**src/rtl/mismatch_checker_pkg.sv**
```systemverilog
// Shared types and helpers for the mismatch checker and its counters.
package checker_pkg;

  typedef enum logic [1:0] {
    IDLE = 2'd0,
    RUN  = 2'd1,
    DONE = 2'd2
  } chk_state_t;

  localparam int unsigned DEFAULT_CNT_W = 16;

  // Largest value representable by a w-bit counter (2^w - 1).
  function automatic longint unsigned max_count(input int unsigned w);
    return (64'd1 << w) - 64'd1;
  endfunction

endpackage

```
**src/rtl/mismatch_checker_sat_counter.sv**
```systemverilog
// Saturating up-counter with synchronous clear; clear wins over increment.
module sat_counter
  import checker_pkg::*;
#(
  parameter int unsigned W = DEFAULT_CNT_W
) (
  input  logic         clk,
  input  logic         areset_n,
  input  logic         clr,
  input  logic         inc,
  output logic [W-1:0] q
);

  // Count register: clear has priority, increment stops at all-ones.
  always_ff @(posedge clk or negedge areset_n) begin
    if (!areset_n) begin
      q <= '0;
    end else if (clr) begin
      q <= '0;
    end else if (inc && (q != '1)) begin
      q <= q + W'(1);
    end
  end

endmodule

```
**config.mk**
```make
export PLATFORM = sky130hd
export DESIGN_NAME = sat_counter
export DESIGN_NICKNAME = d
export VERILOG_FILES = /design/src/rtl/mismatch_checker_pkg.sv /design/src/rtl/mismatch_checker_sat_counter.sv
export SDC_FILE = /design/constraint.sdc
export NUM_CORES = 1
export LEC_CHECK = 0
export ABC_CLOCK_PERIOD_IN_PS = 2100
export CAP_MARGIN = 20
export CORE_UTILIZATION = 49
export DETAILED_ROUTE_END_ITERATION = 8
export GPL_TIMING_DRIVEN = 0
export PLACE_DENSITY = 0.81
export SLEW_MARGIN = 20
export SYNTH_ARGS = -nofsm -noshare
export SYNTH_HDL_FRONTEND = slang
export SYNTH_SLANG_ARGS = --single-unit
export TNS_END_PERCENT = 100
```
**constraint.sdc**
```tcl
create_clock -name clk -period 2.1 [get_ports clk]
set_input_delay 0.315 -clock clk [delete_from_list [all_inputs] [get_ports clk]]
set_output_delay 0.315 -clock clk [all_outputs]
set_load 0.02 [all_outputs]
```
==> impl_metrics.py, run 1 <==
metrics = {
    "timing": {
        "final_hold_viol_count": 0,
        "post-route-period-util": 0.973,
        "fmax_ghz": 0.489,
        "slew_viol_final": 0,
        "slew_headroom": 0.501,
        "tightest_slew_ns": 0.746,
        "fin_tns_setup_ns": 0,
        "rsz0062_at_grt": "no",
        "setup_viol": 0,
        "finalClockSkew_ns": 0.00219,
        "min_period_ns": 2.04,
    },
    "synthesis": {
        "synth.distinct_cells": 28,
        "synth_top_family_by_area": "simple AND/OR/NAND/NOR gates",
        "synth-seq-cells": 16,
        "synth_fa_ha_area_frac": 0.0133,
        "synth-compound-area-share": 0.162,
        "synth_top_area_cell": "dfrtp_1",
        "ys_seq_area_frac": 0.425,
        "synth_xor_area_frac": 0,
        "muxShareOfSynthArea": 0.0478,
        "yosysWarnings": 0,
        "netlist_area_um2": 942,
        "synthesis.nets": 103,
        "yosysTopAreaCellShare": 0.425,
        "synth_simple_gate_area_share": 0.312,
        "synth_area_leaders": "dfrtp_1, a21oi_1, o31ai_1",
        "syn_inst": 98,
        "synth.avg_cell_area_um2": 9.61,
    },
    "layout": {
        "antennaDiodeCount": 0,
        "fillers": 161,
        "seq_area_um2": 400,
        "syn_to_final_growth_pct": 29.0,
        "final_common_cell": "clkdlybuf4s50_1",
        "multi_input_area_um2": 504,
        "final_cell_mix": "clkdlybuf4s50_1, dfrtp_1, a21oi_1, o31ai_1",
        "drive_gt1_frac": 0.130,
        "fin_nets": 129,
        "largest_register_ffs": 16,
        "stdcell_count": 148,
        "regMostFlops": "q",
        "reg_top3": "q: 16 flops",
    },
    "route": {
        "drc": 0,
        "drt-total-wl_um": 2300,
        "vias": 914,
        "wl_per_cell_um": 15.6,
        "antenna_left": 0,
        "viasPerCell": 6.18,
        "drtIter0Drc": 28,
        "first_pass_iters": 4,
    },
    "global_route": {
        "grt_overflow": 0,
        "grt_pass1_vias": 874,
        "grt_max_degree": 17,
        "antenna_found_initial": 0,
        "grt_pass1_wl_um": 3740,
        "grt_usage": 0.250,
    },
    "floorplan": {
        "pin_count": 20,
        "num_rows": 15,
        "dieArea_mm2": 0.00210,
        "die_h_um": 45.9,
        "core_mm2": 0.00176,
        "start_util": 0.534,
        "die_width_um": 45.9,
    },
    "clock_network": {
        "cts_sinks": 16,
        "cts_buffers": 3,
        "clock_latency_ns": 0.29,
        "cts.path.max_buffers": 2,
        "cts-root-buf": "clkbuf_4",
        "post_cts_buffers": 0,
        "htree_levels": 1,
        "ctsResizeCount": 0,
        "hold_buffers": 0,
        "path_clk_slew_ns": 0.10,
        "cts_tree": "yes",
    },
    "worst_setup_path": {
        "cp-end-kind": "register",
        "critical_path_class": "register to register",
        "crit_path_start_kind": "register",
        "arrival_ns": 2.26,
        "worstPathRequired_ns": 2.31,
        "crit_fanout": 8,
    },
    "power_and_ir_drop": {
        "seq_power_share": 0.552,
        "p_int_uw": 432,
        "p_switching_uw": 138,
        "power.leakage_nw": 0.480,
        "switching_share": 0.242,
        "ir_drop_uv": 412,
        "combPwrFrac": 0.079,
        "clkPwrFrac": 0.369,
        "cellPowerDensity_mw_per_mm2": 470,
    },
    "placed_design": {
        "io_buffers": 19,
        "gp_congestion": 0.842,
        "dp_cells": 142,
        "dp_hpwl_um": 1570,
    },
    "hold_path": {
        "min_path_type": "primary input to asynchronous set/reset pin",
    },
    "run_status": {
        "status": "completed",
    },
    "run": {
        "cap_viol_max_count": 0,
    },
}
-- metrics by stage --
stage,area (um2),power [mW],utilization,hold slack [ns],worst slack [ns]
2_1_floorplan,942,0.341,-,0.0194,0.217
3_3_place_gp,1160,0.365,0.660,0.573,0.0237
3_5_place_dp,1160,0.366,0.660,0.585,-0.00966
4_1_cts,1200,0.576,0.680,0.480,0.0248
5_1_grt,1210,0.593,0.689,0.503,0.0211
6_report,1210,0.571,0.689,0.452,0.0557
-- path summary, 6_finish.rpt --
kind	start	end	slack, ns	cells after the start
min reg2reg	q[14]$_DFFE_PN0P_	q[14]$_DFFE_PN0P_	0.60	2
min	areset_n	q[13]$_DFFE_PN0P_	0.45	1
max in group asynchronous	areset_n	q[10]$_DFFE_PN0P_	1.18	1
max	q[0]$_DFFE_PN0P_	q[2]$_DFFE_PN0P_	0.06	7
min in group clk	q[14]$_DFFE_PN0P_	q[14]$_DFFE_PN0P_	0.60	2
max reg2reg	q[0]$_DFFE_PN0P_	q[2]$_DFFE_PN0P_	0.06	7
-- power groups by stage --
stage	Combinational, mW	Sequential, mW	Clock (mW)
finish	0.0449	0.315	0.210
global route	0.0503	0.316	0.227
CTS	0.0458	0.315	0.215
detailed placement	0.0455	0.321	0
global placement	0.0441	0.321	0
floorplan	0.0174	0.323	0
-- cell usage after synthesis, drive strengths merged --
cell    instances
dfrtp          16
a21oi          11
nand4           7
o31ai           7
or4             7
nand2           6
nor4            5
clkbuf          4
mux2            4
nor2            4
nor2b           4
o21ai           4
inv             3
nand3           3
or3             3
and3            2
and4            2
a211oi          1
buf             1
ha              1
nand3b          1
nor3            1
o211ai          1
-- layer usage --
metal / part of all wire / global-route usage / vias up
met5: 0 / 0 / -
met2: 0.52 / 0.423 / 35
met3: 0.045 / 0.0397 / 5
met1: 0.42 / 0.296 / 440
met4: 0.020 / 0.147 / 0
li1: - / - / 434
-- final cells by class --
class,instances,share of cell area
plain buffers,5,0.0216
inverters,3,0.00927
well taps,25,0.0257
clock buffers,4,0.0299
multi-input cells,74,0.415
flip-flops and latches,16,0.330
repair buffers,21,0.169
-- logic make-up (layout without fill, tap and decap cells) --
group,Yosys count,in the layout
AND/OR/NAND/NOR,45,45
multiplexers,4,4
flip-flops,16,16
buffers and inverters,8,33
adder cells (fa/ha/maj),1,1
AO/OA/AOI/OAI,24,24
-- critical path, cell delays in order (launching register included) --
cell and delay (ns):
dfrtp_1 0.46, ha_1 0.28, nand4_2 0.14, nor4_4 0.06, buf_4 0.17, buf_4 0.15, or4_2 0.53, a21oi_1 0.19
Power figures use the tool's default switching activity.
==> run 2: changes to the inputs <==
CTS_BUF_LIST = sky130_fd_sc_hd__clkbuf_16   (was not set)
==> impl_metrics.py, run 2 (synthesized netlist as in run 1, its figures left out) <==
metrics = {
    "run": {
        "cap_viol_max_count": 0,
    },
    "route": {
        "first_pass_iters": 4,
        "drt-total-wl_um": 2380,
        "vias": 887,
        "antenna_left": 0,
        "drtIter0Drc": 30,
        "viasPerCell": 5.99,
        "drc": 0,
        "wl_per_cell_um": 16.1,
    },
    "layout": {
        "drive_gt1_frac": 0.122,
        "reg_top3": "q: 16 flops",
        "largest_register_ffs": 16,
        "antennaDiodeCount": 0,
        "stdcell_count": 148,
        "final_common_cell": "clkdlybuf4s50_1",
        "regMostFlops": "q",
        "syn_to_final_growth_pct": 33.5,
        "final_cell_mix": "clkdlybuf4s50_1, dfrtp_1, a21oi_1, o31ai_1",
        "fin_nets": 129,
    },
    "clock_network": {
        "htree_levels": 1,
        "cts-root-buf": "clkbuf_16",
        "cts_tree": "yes",
        "cts_buffers": 3,
        "hold_buffers": 0,
        "path_clk_slew_ns": 0.05,
        "ctsResizeCount": 0,
        "cts.path.max_buffers": 2,
        "clock_latency_ns": 0.25,
        "cts_sinks": 16,
        "post_cts_buffers": 0,
    },
    "worst_setup_path": {
        "critical_path_class": "register to register",
        "cp-end-kind": "register",
        "crit_path_start_kind": "register",
        "r2r_slack_ns": 0.07,
        "r2r_cells": 7,
        "worstPathRequired_ns": 2.26,
        "arrival_ns": 2.20,
        "crit_fanout": 8,
        "cp-startpoint": "q[0]$_DFFE_PN0P_",
        "r2r-end": "q[2]$_DFFE_PN0P_",
        "r2r_start": "q[0]$_DFFE_PN0P_",
    },
    "run_status": {
        "status": "completed",
    },
    "placed_design": {
        "dp_cells": 142,
        "io_buffers": 19,
        "gp_congestion": 0.842,
        "dp_hpwl_um": 1570,
    },
    "floorplan": {
        "num_rows": 15,
        "dieArea_mm2": 0.00210,
        "core_mm2": 0.00176,
        "start_util": 0.534,
        "die_width_um": 45.9,
        "die_h_um": 45.9,
        "pin_count": 20,
    },
    "power_and_ir_drop": {
        "power.leakage_nw": 0.498,
        "ir_drop_uv": 468,
        "cellPowerDensity_mw_per_mm2": 589,
        "totalPowerFinal_uw": 741,
    },
    "global_route": {
        "grt_pass1_vias": 841,
        "grt_pass1_wl_um": 3840,
        "antenna_found_initial": 0,
        "grt_overflow": 0,
        "grt_usage": 0.257,
        "grt_max_degree": 17,
    },
    "hold_path": {
        "min_path_type": "primary input to asynchronous set/reset pin",
    },
    "timing": {
        "min_period_ns": 2.03,
        "finalClockSkew_ns": 0.00296,
        "setup_viol": 0,
        "post-route-period-util": 0.968,
        "hold_ws_ns": 0.514,
        "tightest_slew_ns": 0.751,
        "slew_headroom": 0.498,
        "slew_viol_final": 0,
        "final_hold_viol_count": 0,
        "rsz0062_at_grt": "no",
        "fmax_ghz": 0.492,
    },
}
==> run 2: changes by cell type in the layout (fill, tap and decap cells not counted) <==
cell / before / now
clkbuf_16: 0 / 3
clkbuf_4: 3 / 0
clkbuf_8: 1 / 0
clkinv_1: 0 / 1
==> run 2: worst max-delay path by stage <==
stage / cells past startpoint / end
2_1_floorplan: 5 / q[15]$_DFFE_PN0P_
3_3_place_gp: 5 / q[3]$_DFFE_PN0P_
3_5_place_dp: 5 / q[2]$_DFFE_PN0P_
4_1_cts: 5 / q[15]$_DFFE_PN0P_
5_1_grt: 7 / q[2]$_DFFE_PN0P_
6_report: 7 / q[2]$_DFFE_PN0P_
==> run 2: cell type report <==
| class | instances | area, um2 |
|---|---|---|
| Tap cell | 25 | 31.3 |
| Buffer | 5 | 26.3 |
| Timing Repair Buffer | 21 | 205 |
| Clock inverter | 1 | 3.75 |
| Fill cell | 151 | 507 |
| Sequential cell | 16 | 400 |
| Inverter | 3 | 11.3 |
| Clock buffer | 3 | 75.1 |
| Multi-Input combinational cell | 74 | 504 |
==> run 2: report_power, final <==
part	total, mW	internal (mW)	switching [mW]
Sequential	0.316	0.311	0.00445
Clock	0.379	0.253	0.126
Combinational	0.0453	0.0161	0.0292
Total	0.741	0.581	0.160
==> run 2: critical path: stages, from the launching register on <==
cell	delay (ns)
dfrtp_1	0.44
ha_1	0.28
nand4_2	0.14
nor4_4	0.06
buf_4	0.17
buf_4	0.14
or4_2	0.53
a21oi_1	0.20
==> run 2: per-stage QoR <==
step / utilization / TNS (ns) / worst slack [ns] / instance area (um2)
global route: 0.713 / 0 / 0.0266 / 1260
floorplan: - / 0 / 0.217 / 942
global placement: 0.660 / 0 / 0.0237 / 1160
detailed placement: 0.660 / -0.00966 / -0.00966 / 1160
finish: 0.713 / 0 / 0.0663 / 1260
CTS: 0.704 / 0 / 0.0257 / 1240
==> run 2: metal layers <==
metal  GRT usage  vias up  wire length, um
met4       0.118        0               15
met2       0.423       23             1230
met3      0.0357        2               78
met1       0.331      425             1060
li1            -      437                -
met5           0        -                0
==> run 3: changes to the inputs <==
CTS_CLUSTER_DIAMETER = 40   (was not set)
==> results of run 3 <==
Same layout as run 2: the final DEF is identical, and so are final timing and power.
